File: config.mk
export PLATFORM = sky130hd
export DESIGN_NAME = stdp_spike_scheduler_flat
export DESIGN_NICKNAME = d
export VERILOG_FILES = /design/src/rtl/stdp_spike_scheduler_pkg.sv /design/src/rtl/stdp_spike_scheduler_if.sv /design/src/rtl/stdp_spike_scheduler_rr_pick.sv /design/src/rtl/stdp_spike_scheduler.sv /design/src/flat_wrapper.sv
export SDC_FILE = /design/constraint.sdc
export NUM_CORES = 1
export LEC_CHECK = 0
export CAP_MARGIN = 40
export CORE_UTILIZATION = 35
export CTS_CLUSTER_DIAMETER = 30
export CTS_CLUSTER_SIZE = 10
export DETAILED_ROUTE_END_ITERATION = 8
export SYNTH_ARGS = -nofsm -noshare
export SYNTH_HDL_FRONTEND = slang
export SYNTH_SLANG_ARGS = --single-unit
File: constraint.sdc
create_clock -name clk -period 8.6 [get_ports clk]
set_clock_uncertainty 0.2 [all_clocks]
set_input_delay 0.86 -clock clk [delete_from_list [all_inputs] [get_ports clk]]
set_output_delay 0.86 -clock clk [all_outputs]
set_load 0.02 [all_outputs]
File: src/rtl/stdp_spike_scheduler_pkg.sv
// Shared types and constants for the STDP spike scheduler slice.
package stdp_sched_pkg;

    localparam int NUM_CH = 16;
    localparam int CH_W   = 4;

    typedef enum logic [1:0] {
        IDLE,
        SETTLE,
        PRESENT
    } sched_state_t;

endpackage

File: src/rtl/stdp_spike_scheduler_if.sv
// Valid/ready link from the scheduler to the STDP weight-update unit.
interface stdp_spike_scheduler_if
    import stdp_sched_pkg::*;
#(
    parameter int WIDTH = 16
) ();

    logic             upd_valid;
    logic             upd_ready;
    logic [WIDTH-1:0] upd_data;
    logic [CH_W-1:0]  upd_ch;

    modport master (
        output upd_valid,
        output upd_data,
        output upd_ch,
        input  upd_ready
    );

    modport slave (
        input  upd_valid,
        input  upd_data,
        input  upd_ch,
        output upd_ready
    );

endinterface

File: src/rtl/stdp_spike_scheduler_rr_pick.sv
// Combinational round-robin finder: first set request after ptr, wrapping.
module stdp_rr_pick
    import stdp_sched_pkg::*;
(
    input  logic [NUM_CH-1:0] req,
    input  logic [CH_W-1:0]   ptr,
    output logic [CH_W-1:0]   gnt_idx,
    output logic              gnt_any
);

    logic [NUM_CH-1:0] rot;
    logic [CH_W-1:0]   idx;
    logic [CH_W-1:0]   off;

    // Rotate so ptr+1 lands at bit 0, take the lowest set bit, rotate back.
    always_comb begin
        rot = '0;
        idx = '0;
        off = '0;
        for (int unsigned i = 0; i < NUM_CH; i++) begin
            idx    = CH_W'(i) + ptr + 1'b1;
            rot[i] = req[idx];
        end
        for (int unsigned i = 0; i < NUM_CH; i++) begin
            if (rot[NUM_CH-1-i]) begin
                off = CH_W'(NUM_CH - 1 - i);
            end
        end
        gnt_idx = off + ptr + 1'b1;
        gnt_any = |req;
    end

endmodule

File: src/rtl/stdp_spike_scheduler.sv
// Round-robin scheduler owning the 16:1 synaptic mux select; latches spikes,
// settles the mux, and hands captured words to the weight-update unit.
module stdp_spike_scheduler
    import stdp_sched_pkg::*;
#(
    parameter int WIDTH      = 16,
    parameter int SAMPLE_DLY = 1,
    parameter int DROP_W     = 8
) (
    input  logic                       clk,
    input  logic                       rst_n,
    input  logic                       enable,
    input  logic [NUM_CH-1:0]          spike_evt,
    output logic [CH_W-1:0]            mux_sel,
    input  logic [WIDTH-1:0]           mux_data,
    stdp_spike_scheduler_if.master     upd,
    output logic [NUM_CH-1:0]          pending,
    output logic                       busy,
    output logic [DROP_W-1:0]          drop_cnt
);

    sched_state_t        state_q, state_d;
    logic [NUM_CH-1:0]   pending_q, pending_d;
    logic [CH_W-1:0]     mux_sel_q, mux_sel_d;
    logic                upd_valid_q, upd_valid_d;
    logic [WIDTH-1:0]    upd_data_q, upd_data_d;
    logic [CH_W-1:0]     upd_ch_q, upd_ch_d;
    logic [DROP_W-1:0]   drop_q, drop_d;
    logic [CH_W-1:0]     ptr_q, ptr_d;
    logic [3:0]          cnt_q, cnt_d;

    logic                hs;
    logic [CH_W-1:0]     gnt_idx;
    logic                gnt_any;
    logic [NUM_CH-1:0]   clr_mask;
    logic [NUM_CH-1:0]   drop_bits;
    logic [4:0]          drop_inc;
    logic [DROP_W+4:0]   drop_sum;

    assign hs = (state_q == PRESENT) && upd_valid_q && upd.upd_ready;

    stdp_rr_pick u_pick (
        .req     (pending_q),
        .ptr     (ptr_q),
        .gnt_idx (gnt_idx),
        .gnt_any (gnt_any)
    );

    // State register.
    always_ff @(posedge clk or negedge rst_n) begin
        if (!rst_n) begin
            state_q <= IDLE;
        end else begin
            state_q <= state_d;
        end
    end

    // Next-state: arbitrate from IDLE, count out the settle time, wait for the handshake.
    always_comb begin
        state_d = state_q;
        case (state_q)
            IDLE:    if (enable && gnt_any) state_d = SETTLE;
            SETTLE:  if (cnt_q == 4'd1)     state_d = PRESENT;
            PRESENT: if (hs)                state_d = IDLE;
            default:                        state_d = IDLE;
        endcase
    end

    // Datapath: pending bitmap, drop counter, mux select, capture and pointer update.
    always_comb begin
        pending_d   = pending_q;
        mux_sel_d   = mux_sel_q;
        upd_valid_d = upd_valid_q;
        upd_data_d  = upd_data_q;
        upd_ch_d    = upd_ch_q;
        ptr_d       = ptr_q;
        cnt_d       = cnt_q;
        drop_inc    = '0;

        // A spike landing on the bit being cleared re-queues it and is not a drop.
        clr_mask  = hs ? (NUM_CH'(1) << upd_ch_q) : '0;
        pending_d = (pending_q & ~clr_mask) | spike_evt;
        drop_bits = spike_evt & pending_q & ~clr_mask;
        for (int unsigned i = 0; i < NUM_CH; i++) begin
            drop_inc = drop_inc + {4'b0, drop_bits[i]};
        end
        drop_sum = {5'b0, drop_q} + {{DROP_W{1'b0}}, drop_inc};
        drop_d   = (drop_sum > {5'b0, {DROP_W{1'b1}}}) ? '1 : drop_sum[DROP_W-1:0];

        case (state_q)
            IDLE: begin
                if (enable && gnt_any) begin
                    mux_sel_d = gnt_idx;
                    cnt_d     = 4'(SAMPLE_DLY);
                end
            end
            SETTLE: begin
                if (cnt_q == 4'd1) begin
                    upd_data_d  = mux_data;
                    upd_ch_d    = mux_sel_q;
                    upd_valid_d = 1'b1;
                end else begin
                    cnt_d = cnt_q - 4'd1;
                end
            end
            PRESENT: begin
                if (hs) begin
                    upd_valid_d = 1'b0;
                    ptr_d       = upd_ch_q;
                end
            end
            default: ;
        endcase
    end

    // Datapath registers.
    always_ff @(posedge clk or negedge rst_n) begin
        if (!rst_n) begin
            pending_q   <= '0;
            mux_sel_q   <= '0;
            upd_valid_q <= 1'b0;
            upd_data_q  <= '0;
            upd_ch_q    <= '0;
            drop_q      <= '0;
            ptr_q       <= '1;
            cnt_q       <= '0;
        end else begin
            pending_q   <= pending_d;
            mux_sel_q   <= mux_sel_d;
            upd_valid_q <= upd_valid_d;
            upd_data_q  <= upd_data_d;
            upd_ch_q    <= upd_ch_d;
            drop_q      <= drop_d;
            ptr_q       <= ptr_d;
            cnt_q       <= cnt_d;
        end
    end

    assign mux_sel       = mux_sel_q;
    assign upd.upd_valid = upd_valid_q;
    assign upd.upd_data  = upd_data_q;
    assign upd.upd_ch    = upd_ch_q;
    assign pending       = pending_q;
    assign busy          = (state_q != IDLE);
    assign drop_cnt      = drop_q;

endmodule

File: src/flat_wrapper.sv
// flat-port wrapper written by rule: the top's interface ports become plain ports
module stdp_spike_scheduler_flat import stdp_sched_pkg::*;
#(
    parameter int WIDTH      = 16,
    parameter int SAMPLE_DLY = 1,
    parameter int DROP_W     = 8
)
  (clk, rst_n, enable, spike_evt, mux_sel, mux_data, pending, busy, drop_cnt, upd_upd_valid, upd_upd_data, upd_upd_ch, upd_upd_ready);
  stdp_spike_scheduler_if #(.WIDTH(WIDTH)) upd_i ();
  input  logic clk;
  input  logic rst_n;
  input  logic enable;
  input  logic [NUM_CH-1:0] spike_evt;
  output logic [CH_W-1:0] mux_sel;
  input  logic [WIDTH-1:0] mux_data;
  output logic [NUM_CH-1:0] pending;
  output logic busy;
  output logic [DROP_W-1:0] drop_cnt;
  output wire logic [$bits(upd_i.upd_valid)-1:0] upd_upd_valid;
  output wire logic [$bits(upd_i.upd_data)-1:0] upd_upd_data;
  output wire logic [$bits(upd_i.upd_ch)-1:0] upd_upd_ch;
  input wire logic [$bits(upd_i.upd_ready)-1:0] upd_upd_ready;
  assign upd_upd_valid = upd_i.upd_valid;
  assign upd_upd_data = upd_i.upd_data;
  assign upd_upd_ch = upd_i.upd_ch;
  assign upd_i.upd_ready = upd_upd_ready;
  stdp_spike_scheduler #(.WIDTH(WIDTH), .SAMPLE_DLY(SAMPLE_DLY), .DROP_W(DROP_W)) u_core (.clk(clk), .rst_n(rst_n), .enable(enable), .spike_evt(spike_evt), .mux_sel(mux_sel), .mux_data(mux_data), .upd(upd_i), .pending(pending), .busy(busy), .drop_cnt(drop_cnt));
endmodule
==> impl_metrics.env <==
export IMPL_result_of_the_run="finished, final reports clean"
export IMPL_final_hold_viol_count=0
export IMPL_synth_largest_area_cell="dfrtp_1"
export IMPL_layout_min_cycle_time_ps=7109
export IMPL_fmax_ghz=0.1407
export IMPL_kind_of_critical_path="input pin to flop"
export IMPL_clk_pin_slew_ps=50
export IMPL_min_period_over_period_pct=82.67
export IMPL_design_core_area_sq_um=12210
export IMPL_power_share_sequential_pct=27.1
export IMPL_std_cell_rows=40
export IMPL_place_ws_ps=1154
export IMPL_top_routing_layer_in_use="met4"
export IMPL_timing_max_cap_violations=0
export IMPL_htreeDepth=3
export IMPL_worst_r2r_startpoint="u_core.upd.upd_valid"
export IMPL_syn2layout_area_growth_pct=28.94
export IMPL_post_cts_hold_buffer_count=0
export IMPL_setup_tns_final_ps=0
export IMPL_critPathRequiredTime_ps=8600
export IMPL_insertion_delay_ps=320
export IMPL_rsz0062_at_grt="false"
export IMPL_asyncSetResetFlopFracSynth_pct=100.0
export IMPL_dpl_cell_area_sq_um=5478
export IMPL_worst_hold_start="u_core.upd.upd_data[15]"
export IMPL_clock_path_buffers=2
export IMPL_synthesis_instances=403
export IMPL_synth_cell_type_count=44
export IMPL_gr_usage_all_layers_pct=17.71
export IMPL_grt_overflow_total=0
export IMPL_ys_warn_count=0
export IMPL_hold_path_class="flop to flop"
export IMPL_finalWorstSetupSlack_ps=1491
export IMPL_synth_edff_count=0
export IMPL_wl_met1_mm=4.780
export IMPL_port_buffers=85
export IMPL_final_seq_area_sq_um=1481
export IMPL_power_density_nw_per_um2=345.8
export IMPL_synth_fp_nets=475
export IMPL_post_route_cells_drive_above_1_share_pct=17.04
export IMPL_first_iter_violations=152
export IMPL_grt_antenna_before_repair=0
export IMPL_number_of_gates_given_a_new_drive_strength_after_cts=0
export IMPL_setup_viol=0
export IMPL_drc=0
export IMPL_end_kind="flop"
export IMPL_routed_wire_length_per_instance_microns=16.43
export IMPL_max_slew_vio_count=0
export IMPL_grt_first_pass_wirelength_mm=17.97
export IMPL_clock_tree_root_buffer_cell="clkbuf_16"
export IMPL_critical_path_startpoint_type="input pin"
export IMPL_grt_max_degree=60
export IMPL_fin_hold_ws_ps=301.9
export IMPL_crit_start="upd_upd_ready"
export IMPL_max_slew_headroom_pct=48.98
export IMPL_wl_met3_microns=637
export IMPL_switching_share_pct=40.84
export IMPL_cts_num_sinks=59
export IMPL_first_global_vias=3598
export IMPL_synth_main_ff_cell="dfrtp_1"
export IMPL_die_area_sq_um=13190
export IMPL_postCtsSetupBuffers=0
export IMPL_clkPwrFrac_pct=16.2
export IMPL_clock_tree_from_tritoncts="built"
export IMPL_ys_seq_area_share_pct=33.24
export IMPL_initial_core_util_pct=36.50
export IMPL_detailed_place_hpwl_mm=8.306
export IMPL_top_level_ports=86
export IMPL_die_h_microns=114.8
export IMPL_nNetsFinal=562
export IMPL_worst_endpoint_arrival_ps=7110
export IMPL_first_pass_iters=4
export IMPL_yosysTopAreaCellShare_pct=30.88
export IMPL_worst_pin_slew_ps=765.3
export IMPL_antenna_cells=0
export IMPL_synth_seq_cells=59
export IMPL_combinationalPowerShare_pct=56.7
export IMPL_vdd_ir_drop_worst_mv=0.3025
export IMPL_drtAntennaViolNets=0
export IMPL_totalWireLength_mm=10.86
export IMPL_fill_cells=1174
export IMPL_post_layout_total_power_mw=1.987
export IMPL_vias=3392
export IMPL_met2WireLength_mm=5.223
export IMPL_path_max_fanout=5
export IMPL_final_instance_area_sq_um=5747
export IMPL_die_width_microns=114.8
export IMPL_post_synth_main_area_contributors="dfrtp_1 (31%), mux4_2 (11%), mux2_2 (9.1%)"
export IMPL_p_sw_uw=811.5
export IMPL_power_leakage_nw=2.277
export IMPL_gpl_final_weighted_congestion=0.8758
export IMPL_netlist_area_sq_um=4457
export IMPL_pint_mw=1.176
export IMPL_multi_input_area_sq_um=2779
export IMPL_average_via_count_per_standard_cell=5.132
export IMPL_numCtsBuffers=9
export IMPL_synthesis_area_per_instance_sq_um=11.06
power by group through the flow:
| stage | registers [mW] | clock network, mW | logic, mW |
|---|---|---|---|
| global route | 0.560 | 0.344 | 1.25 |
| floorplan | 0.567 | 0 | 0.759 |
| global placement | 0.538 | 0 | 1.10 |
| detailed placement | 0.542 | 0 | 1.13 |
| finish | 0.539 | 0.323 | 1.13 |
| CTS | 0.540 | 0.333 | 1.14 |
stage by stage:
| step | utilization (%) | cells |
|---|---|---|
| after floorplan | - | 403 |
| after detailed placement | 44.86 | 647 |
| final | 47.06 | 661 |
| after global placement | 44.73 | 646 |
| after global routing | 47.06 | 661 |
| after CTS | 47.06 | 661 |
cell families (layout without fill, tap and decap cells):
| family | Yosys count | count (layout) | synth area share [%] |
|---|---|---|---|
| muxes | 78 | 78 | 26.22 |
| and+or+nand+nor | 97 | 97 | 10.89 |
| adders and majority gates | 36 | 36 | 12.13 |
| buffers and inverters | 47 | 137 | 4.408 |
| xor gates and xnor gates | 21 | 21 | 4.127 |
| DFF | 59 | 59 | 33.24 |
| AOI/OAI and AO/OA | 65 | 65 | 8.984 |
cell type report:
class                      instances  share of cell area [%]
multi-input combinational        297                   48.36
sequential                        59                   25.78
timing repair buffer              88                   15.24
clock buffer                      12                   4.463
tap                              168                   3.658
inverter                          35                   2.286
clock inverter                     2                  0.2177
layout by cell type, fill, tap and decap left out, drive strengths merged, types with 6 or more instances in the layout:
cell type | synthesis | layout
clkdlybuf4s50 | 0 | 84
dfrtp | 55 | 55
mux2 | 38 | 38
inv | 35 | 35
nand2 | 30 | 30
mux4 | 26 | 26
o21ai | 25 | 25
ha | 24 | 24
nor2 | 21 | 21
nand2b | 15 | 15
mux2i | 14 | 14
xnor2 | 13 | 13
fa | 12 | 12
clkbuf | 5 | 12
o211ai | 11 | 11
a21oi | 10 | 10
xor2 | 8 | 8
nor4 | 6 | 6
a21o | 6 | 6
state kept, by name, indices dropped and copies added, names as in the netlist:
name and flops:
u_core.upd.upd_data 16, u_core.mux_sel 4, u_core.ptr_q 4, u_core.drop_cnt 8
u_core.pending 16, u_core.state_q 2, u_core.cnt_q 4, u_core.upd.upd_ch 4
u_core.upd.upd_valid 1
path summary, 6_finish.rpt:
check                                          end  slack [ps]  cells past startpoint
max in group asynchronous        u_core.pending[6]        7200                      2
max reg2reg                     u_core.drop_cnt[5]        2090                     23
min                        u_core.upd.upd_data[15]         300                      1
max                             u_core.drop_cnt[5]        1490                     24
min in group asynchronous  u_core.upd.upd_data[13]         490                      2
min reg2reg                u_core.upd.upd_data[15]         300                      1
critical path, stage by stage:
cell             delay, ps
clkdlybuf4s50_1        440
and2_1                 150
nand3b_1               110
or3_1                  390
o21ai_0                250
nor2_1                  70
ha_1                   270
inv_1                   50
fa_1                   510
fa_1                   530
fa_1                   560
inv_1                   60
fa_1                   510
fa_1                   460
inv_1                   80
fa_1                   450
inv_1                   90
ha_1                   220
a21o_1                 170
a21o_1                 190
a21o_1                 180
a21oi_1                230
xor2_1                 190
nand2_1                 70
layer usage:
layer  vias up  GRT usage, %
met5         -             0
met4         0         8.052
met3        21         4.481
met2        99         29.04
met1      1657         22.04
li1       1615             -
cells in the mapped netlist, drive strengths merged, types with 11 or more instances:
library cell / n
dfrtp: 55
mux2: 38
xnor2: 13
ha: 24
o21ai: 25
inv: 35
nor2: 21
fa: 12
nand2: 30
o211ai: 11
nand2b: 15
mux2i: 14
mux4: 26
Power figures use the tool's default switching activity.
